`src/rtl/reg_intf.sv`:
```
// Register-interface bus types shared by bus masters and slaves.
package reg_intf;

  typedef struct packed {
    logic [31:0] addr;
    logic        write;
    logic [31:0] wdata;
    logic [3:0]  wstrb;
    logic        valid;
  } reg_intf_req_a32_d32;

  typedef struct packed {
    logic [31:0] rdata;
    logic        error;
    logic        ready;
  } reg_intf_resp_d32;

endpackage

```
`src/rtl/plic_claim_engine.sv`:
```
// PLIC claim engine for one target context.
// On a pending external interrupt it reads the claim/complete register,
// hands the claimed ID to a local consumer, waits for the consumer to
// finish, then writes the same ID back as the completion.
module plic_claim_engine #(
  parameter int unsigned N_SOURCE  = 30,
  parameter int unsigned SRCW      = $clog2(N_SOURCE + 1),
  parameter logic [31:0] PLIC_BASE = 32'h0C00_0000,
  parameter int unsigned TARGET_ID = 0,
  parameter logic [31:0] CC_ADDR   = PLIC_BASE + 32'h0020_0004 + TARGET_ID * 32'h1000
) (
  input  logic                         clk_i,
  input  logic                         rst_ni,
  input  logic                         enable_i,
  input  logic                         eip_i,
  output reg_intf::reg_intf_req_a32_d32 req_o,
  input  reg_intf::reg_intf_resp_d32    resp_i,
  output logic                         irq_valid_o,
  output logic [SRCW-1:0]              irq_id_o,
  input  logic                         irq_ready_i,
  input  logic                         done_valid_i,
  output logic                         done_ready_o,
  output logic                         busy_o,
  output logic                         err_o,
  output logic [15:0]                  spurious_cnt_o
);

  typedef enum logic [2:0] {
    IDLE,
    CLAIM,
    DISPATCH,
    WAIT_DONE,
    COMPLETE
  } state_e;

  state_e          state_q;
  logic [SRCW-1:0] id_q;
  logic [15:0]     spurious_q;
  logic            req_valid_q;
  logic            req_write_q;
  logic            irq_valid_q;
  logic            done_ready_q;
  logic            err_q;

  // Claim/dispatch/complete sequencer; all handshake outputs are registered.
  always_ff @(posedge clk_i or negedge rst_ni) begin
    if (!rst_ni) begin
      state_q      <= IDLE;
      id_q         <= '0;
      spurious_q   <= '0;
      req_valid_q  <= 1'b0;
      req_write_q  <= 1'b0;
      irq_valid_q  <= 1'b0;
      done_ready_q <= 1'b0;
      err_q        <= 1'b0;
    end else begin
      err_q <= 1'b0;
      case (state_q)
        IDLE: begin
          if (enable_i && eip_i) begin
            state_q     <= CLAIM;
            req_valid_q <= 1'b1;
            req_write_q <= 1'b0;
          end
        end
        CLAIM: begin
          if (resp_i.ready) begin
            req_valid_q <= 1'b0;
            state_q     <= IDLE;
            if (resp_i.error) begin
              err_q <= 1'b1;
            end else if (resp_i.rdata == '0) begin
              if (spurious_q != 16'hFFFF) begin
                spurious_q <= spurious_q + 16'd1;
              end
            end else if (resp_i.rdata > N_SOURCE) begin
              err_q <= 1'b1;
            end else begin
              id_q        <= resp_i.rdata[SRCW-1:0];
              irq_valid_q <= 1'b1;
              state_q     <= DISPATCH;
            end
          end
        end
        DISPATCH: begin
          if (irq_ready_i) begin
            irq_valid_q  <= 1'b0;
            done_ready_q <= 1'b1;
            state_q      <= WAIT_DONE;
          end
        end
        WAIT_DONE: begin
          if (done_valid_i) begin
            done_ready_q <= 1'b0;
            req_valid_q  <= 1'b1;
            req_write_q  <= 1'b1;
            state_q      <= COMPLETE;
          end
        end
        COMPLETE: begin
          if (resp_i.ready) begin
            req_valid_q <= 1'b0;
            req_write_q <= 1'b0;
            err_q       <= resp_i.error;
            state_q     <= IDLE;
          end
        end
        default: begin
          state_q <= IDLE;
        end
      endcase
    end
  end

  // Bus request fields are derived from the registered request state so they
  // stay stable for as long as valid is held.
  always_comb begin
    req_o       = '0;
    req_o.addr  = CC_ADDR;
    req_o.write = req_write_q;
    req_o.wdata = req_write_q ? 32'(id_q) : '0;
    req_o.wstrb = req_write_q ? 4'hF : 4'h0;
    req_o.valid = req_valid_q;
  end

  assign irq_valid_o    = irq_valid_q;
  assign irq_id_o       = id_q;
  assign done_ready_o   = done_ready_q;
  assign busy_o         = (state_q != IDLE);
  assign err_o          = err_q;
  assign spurious_cnt_o = spurious_q;

endmodule
```
`config.mk`:
```
export PLATFORM = sky130hd
export DESIGN_NAME = plic_claim_engine
export DESIGN_NICKNAME = d
export VERILOG_FILES = /design/src/rtl/reg_intf.sv /design/src/rtl/plic_claim_engine.sv
export SDC_FILE = /design/constraint.sdc
export NUM_CORES = 1
export LEC_CHECK = 0
export BUFFER_PORTS_ARGS = -buffer_cell sky130_fd_sc_hd__buf_2
export CORE_MARGIN = 2
export CORE_UTILIZATION = 42
export DETAILED_ROUTE_END_ITERATION = 12
export GPL_TIMING_DRIVEN = 0
export PLACE_DENSITY = 0.89
export SLEW_MARGIN = 20
export SYNTH_ARGS = -nofsm -noshare
export SYNTH_HDL_FRONTEND = slang
export SYNTH_SLANG_ARGS = --single-unit
```
`constraint.sdc`:
```
create_clock -name clk_i -period 2.5 [get_ports clk_i]
set_clock_uncertainty 0.05 [all_clocks]
set_input_delay 0.375 -clock clk_i [delete_from_list [all_inputs] [get_ports clk_i]]
set_output_delay 0.375 -clock clk_i [all_outputs]
set_load 0.02 [all_outputs]
```
Word-level counts from Yosys, hierarchy flattened
Index checks and enable logic that the tools add are counted.
- flip-flop bits (word level): 29
- bits of input ports: 40
- $add $sub $neg: 1
- order comparisons: 1
- equal/unequal tests: 14
- mux-type cells: 32
- bitwise operators: 3
- reductions and logical operators: 16
- operators by type and width (kind ; count):
    $gt 32x5->1 const B ; 1
    $logic_not 32->1 ; 1
    $add 16x1->16 const B ; 1
    $mux 1 ; 16
    $ne 16x16->1 const B ; 1
    $ne 2x2->1 const B ; 8
    $mux 3 ; 5
    $pmux 3 s5 ; 1
    $reduce_and 5->1 ; 3
    $reduce_bool 3->1 ; 3
    $reduce_and 4->1 ; 2
    $eq 3x2->1 const B ; 2
    $mux 2 ; 3
    $pmux 1 s2 ; 3
    $pmux 1 s3 ; 2
    $reduce_and 6->1 ; 1
    $mux 5 ; 1
    $mux 4 ; 1
    $reduce_bool 2->1 ; 2
    $eq 3x1->1 const B ; 1
    $eq 3x3->1 const B ; 1
    $logic_not 3->1 ; 1
    $not 1->1 ; 3
    $reduce_and 3->1 ; 1
    3 further kinds ; 3

Depth between registers and ports, before layout
- word-level depth: 6
- mapped depth: 7

Least setup slack after synthesis
No wires, ideal clock.
- path kind: input to register
- start: in resp_i[4] (netlist name)
- end: reg spurious_q[5], in the netlist spurious_cnt_o[5]
- data arrival time: 2047 ps
- required time: 2319 ps
- setup slack: 272 ps
- cell stages on the path: 6
- path buffers: 1
- cell sequence: or4_4 > or4_4 > nor4_4 > buf_6 > nand4_4 > xnor2_2
- cells in the longest elaborated chain, start to end: 2
- RTL lines (what ; RTL line ; source):
    start: declaration ; plic_claim_engine.sv:17 ; input reg_intf::reg_intf_resp_d32 resp_i,
    $logic_not 32->1 ; plic_claim_engine.sv:72 ; end else if (resp_i.rdata == '0) begin
    $reduce_and 5->1 (no line) ; -- ;
    end signal: assignment ; plic_claim_engine.sv:74 ; spurious_q <= spurious_q + 16'd1;
    end: declaration ; plic_claim_engine.sv:38 ; logic [15:0] spurious_q;
Every way passes these cells.
A chain may end at the register's enable or synchronous reset.

Worst setup path after layout
- start: reg state_q[2]
- end: reg spurious_q[5], in the netlist spurious_cnt_o[5]
- cells in the longest elaborated chain, start to end: 2
- RTL lines (what ; RTL line ; source):
    start: declaration ; plic_claim_engine.sv:36 ; state_e state_q;
    start signal: assignment ; plic_claim_engine.sv:48 ; state_q <= IDLE;
    start signal: assignment ; plic_claim_engine.sv:61 ; state_q <= CLAIM;
    start signal: assignment ; plic_claim_engine.sv:69 ; state_q <= IDLE;
    $eq 3x1->1 ; plic_claim_engine.sv:58 ; case (state_q)
    $reduce_and 5->1 (no line) ; -- ;
Every way passes these cells.

==> flow_summary.ini <==
[logic_synthesis]
synth_edf_count = 0
synth_cells = 213
yosys_warnings = 0
syn_area_per_cell_um2 = 9.60
yosysTopAreaCellShare_pct = 35.5
synth-seq-cells = 29
ys.flop_type = dfrtp_1
synth_area_leader_cell = dfrtp_1
yosys-top-cells-area = dfrtp_1 35%, buf_4 25%, xnor2_1 5.1%, mux2_2 2.8%, nand4_1 2.4%
synth_async_sr_flop_share_pct = 100
synth_seq_area_share_pct = 35.5
syn_area_mm2 = 0.00205
ys_types = 39

[detailed_routing]
detail-route-antenna-nets = 0
wl_um = 4490
wl_per_cell_um = 10.7
first_pass_iters = 4
vias = 1781
viasPerCell = 4.24
drc = 0
drtIter0Drc = 58

[timing]
rsz0062_at_grt = no
slew_viol_final = 0
hold_viol = 0
setup_viol = 0
fin_setup_tns_ps = 0
period_needed_ps = 2270
worst_pin_slew_ps = 652
fmax_ghz = 0.440
fin_ws_ps = 230
timing.final.crit_share_pct = 90.8
relSlewSlack_pct = 56.5

[cells_and_area]
areaGrowthSynthToFinish_pct = 39.4
multi_input_area_um2 = 993
layout-drive-gt1-share_pct = 47.3
fin_util_pct = 60.4
fin_area_mm2 = 0.00285
fillers = 418
ff_latch_area_um2 = 726
stdcell_count = 420
fin_nets = 393
diodes = 0

[flow_run]
maxCapViolCount = 0

[cts]
insertion_delay_ps = 270
cts_hold_buf = 0
postCtsSetupBuffers = 0
numCtsBuffers = 5
cts_root_buf = clkbuf_8
cts-resized-gates = 0
clock_sinks = 29
htreeDepth = 2
cts_tree = yes
clkTransAtPathRegs_ps = 70
clockBufferDepth = 2

[global_route]
grt_pass1_wl_um = 7120
grt_usage_pct = 16.6
grt_pass1_vias = 1701
grt_max_degree = 30
overflow = 0
antenna_found_initial = 0

[power]
pwr-share-clk_pct = 39.1
power_frac_comb_pct = 26.7
p_leak_nw = 1.68
p_int_w = 0.00105
seqPwrFrac_pct = 34.2
powerDensity_mw_per_mm2 = 516
power.switching_w = 0.000423
switching_share_pct = 28.7
peakVddDrop_v = 0.000222

[worst_setup_path]
cpPeakStageDelay_ps = 520
reg2reg_depth = 7
crit_slowest_cell = or4_4
cp_cell_sequence = buf_4 -> nand4bb_1 -> or4_4 -> nor4_4 -> buf_6 -> nand4_4 -> xnor2_2
critPathLaunchType = flip-flop
endpoint_kind = flip-flop
reg2reg_slack_ps = 230
r2r_start = state_q[2]$_DFFE_PN0P_
reg2reg_to = spurious_cnt_o[5]$_DFFE_PN0P_
crit_arrival_ps = 2370
cp.required_ps = 2600
crit_type = flip-flop to flip-flop
path_max_fanout = 10

[hold_path]
holdCritPathClass = input pin to async pin

[placed_design]
dpl_cell_area_mm2 = 0.00272
pre_cts_ws_ps = 0.481
place.gp.congestion = 0.778
hpwl_um = 3690
dpl.cell_count = 412
io_buffers = 75

[die]
die_h_um = 73.8
start_util_pct = 43.3
die_w_um = 73.8
row_count = 25
coreArea_mm2 = 0.00472
dieArea_mm2 = 0.00544
ios = 135

[outcome]
status = completed
==> kinds of logic (layout without fill, tap and decap cells) <==
group	after synthesis	in the layout	synth area share (%)
AOI/OAI and AO/OA	20	20	5.99
xor gates and xnor gates	15	15	6.79
adders and majority gates	1	1	0.612
buffers and inverters	75	158	26.4
DFF	29	29	35.5
muxes	7	7	3.79
other	2	59	0.367
and+or+nand+nor	64	64	20.6
==> routing by layer <==
| metal | wire [um] | part of all wire (%) | global-route usage, % |
|---|---|---|---|
| met5 | 0 | 0 | 0 |
| met4 | 27 | 0.60 | 4.44 |
| met3 | 319 | 7.1 | 3.16 |
| met2 | 2350 | 52 | 30.1 |
| met1 | 1790 | 40 | 19.9 |
==> power by group through the flow <==
stage          registers (W)  logic, W  clock network (W)
4_1_cts             0.000504  0.000389           0.000585
6_report            0.000504  0.000393           0.000576
2_1_floorplan       0.000517  0.000292                  0
3_5_place_dp        0.000513  0.000388                  0
3_3_place_gp        0.000511  0.000381                  0
5_1_grt             0.000507  0.000432           0.000608
==> sequential cells by signal (all words and copies together) (netlist names) <==
register and count:
state_q 3, done_ready_o 1, req_write_q 1, irq_id_o 5, err_o 1, req_valid_q 1
spurious_cnt_o 16, irq_valid_o 1
==> area by class of cell <==
class | count | area share [%]
multi-input cells | 166 | 34.8
flip-flops and latches | 29 | 25.4
plain buffers | 70 | 18.3
repair buffers | 75 | 13.2
well taps | 67 | 2.94
clock buffers | 5 | 2.41
clock inverters | 3 | 2.28
inverters | 5 | 0.658
==> worst max path at each step <==
stage / startpoint / endpoint / slack, ps / depth (start not counted)
2_1_floorplan: resp_i[4] / spurious_cnt_o[5]$_DFFE_PN0P_ / 270 / 6
3_3_place_gp: resp_i[4] / spurious_cnt_o[5]$_DFFE_PN0P_ / 20 / 7
3_5_place_dp: resp_i[23] / irq_id_o[4]$_DFFE_PN0P_ / 0.5 / 7
4_1_cts: state_q[2]$_DFFE_PN0P_ / spurious_cnt_o[5]$_DFFE_PN0P_ / 220 / 7
5_1_grt: state_q[2]$_DFFE_PN0P_ / spurious_cnt_o[5]$_DFFE_PN0P_ / 90 / 7
6_report: state_q[2]$_DFFE_PN0P_ / spurious_cnt_o[5]$_DFFE_PN0P_ / 230 / 7
==> synthesized netlist by cell type, types with 3 or more instances <==
master / n
inv_1: 5
nand3_1: 3
and2_1: 6
and3_1: 7
nand2_1: 13
dfrtp_1: 29
nor4_1: 8
xnor2_1: 12
nand4_1: 8
a21oi_1: 4
mux2_2: 5
buf_4: 67
o21ai_0: 9
nor2_1: 3
==> critical path: cells and delay by family, from the launching register on <==
family / cells / cell delay, ps
AND/OR/NAND/NOR: 4 / 1210
buffers and inverters: 2 / 390
flip-flops: 1 / 370
XOR/XNOR: 1 / 150
==> through the flow <==
stage / power, W / hold slack, ps
global placement: 0.000892 / 394
finish: 0.00147 / 70.9
floorplan: 0.000809 / 29.4
detailed placement: 0.000901 / 398
CTS: 0.00148 / 95.9
global route: 0.00155 / 120
==> placed cells by master (no fill, tap or decap), types with 3 or more instances in the layout <==
| master | Yosys | routed |
|---|---|---|
| mux2_2 | 5 | 5 |
| inv_1 | 5 | 5 |
| clkbuf_8 | 0 | 5 |
| nor4_1 | 8 | 8 |
| nor2_1 | 3 | 3 |
| and3_1 | 7 | 7 |
| a21oi_1 | 4 | 4 |
| buf_4 | 67 | 67 |
| and2_1 | 6 | 6 |
| buf_2 | 0 | 75 |
| o21ai_0 | 9 | 9 |
| xnor2_1 | 12 | 12 |
| nand2_1 | 13 | 13 |
| conb_1 | 2 | 59 |
| dfrtp_1 | 29 | 29 |
| nand3_1 | 3 | 3 |
| nand4_1 | 8 | 8 |
(Power assumes the default switching activity.)
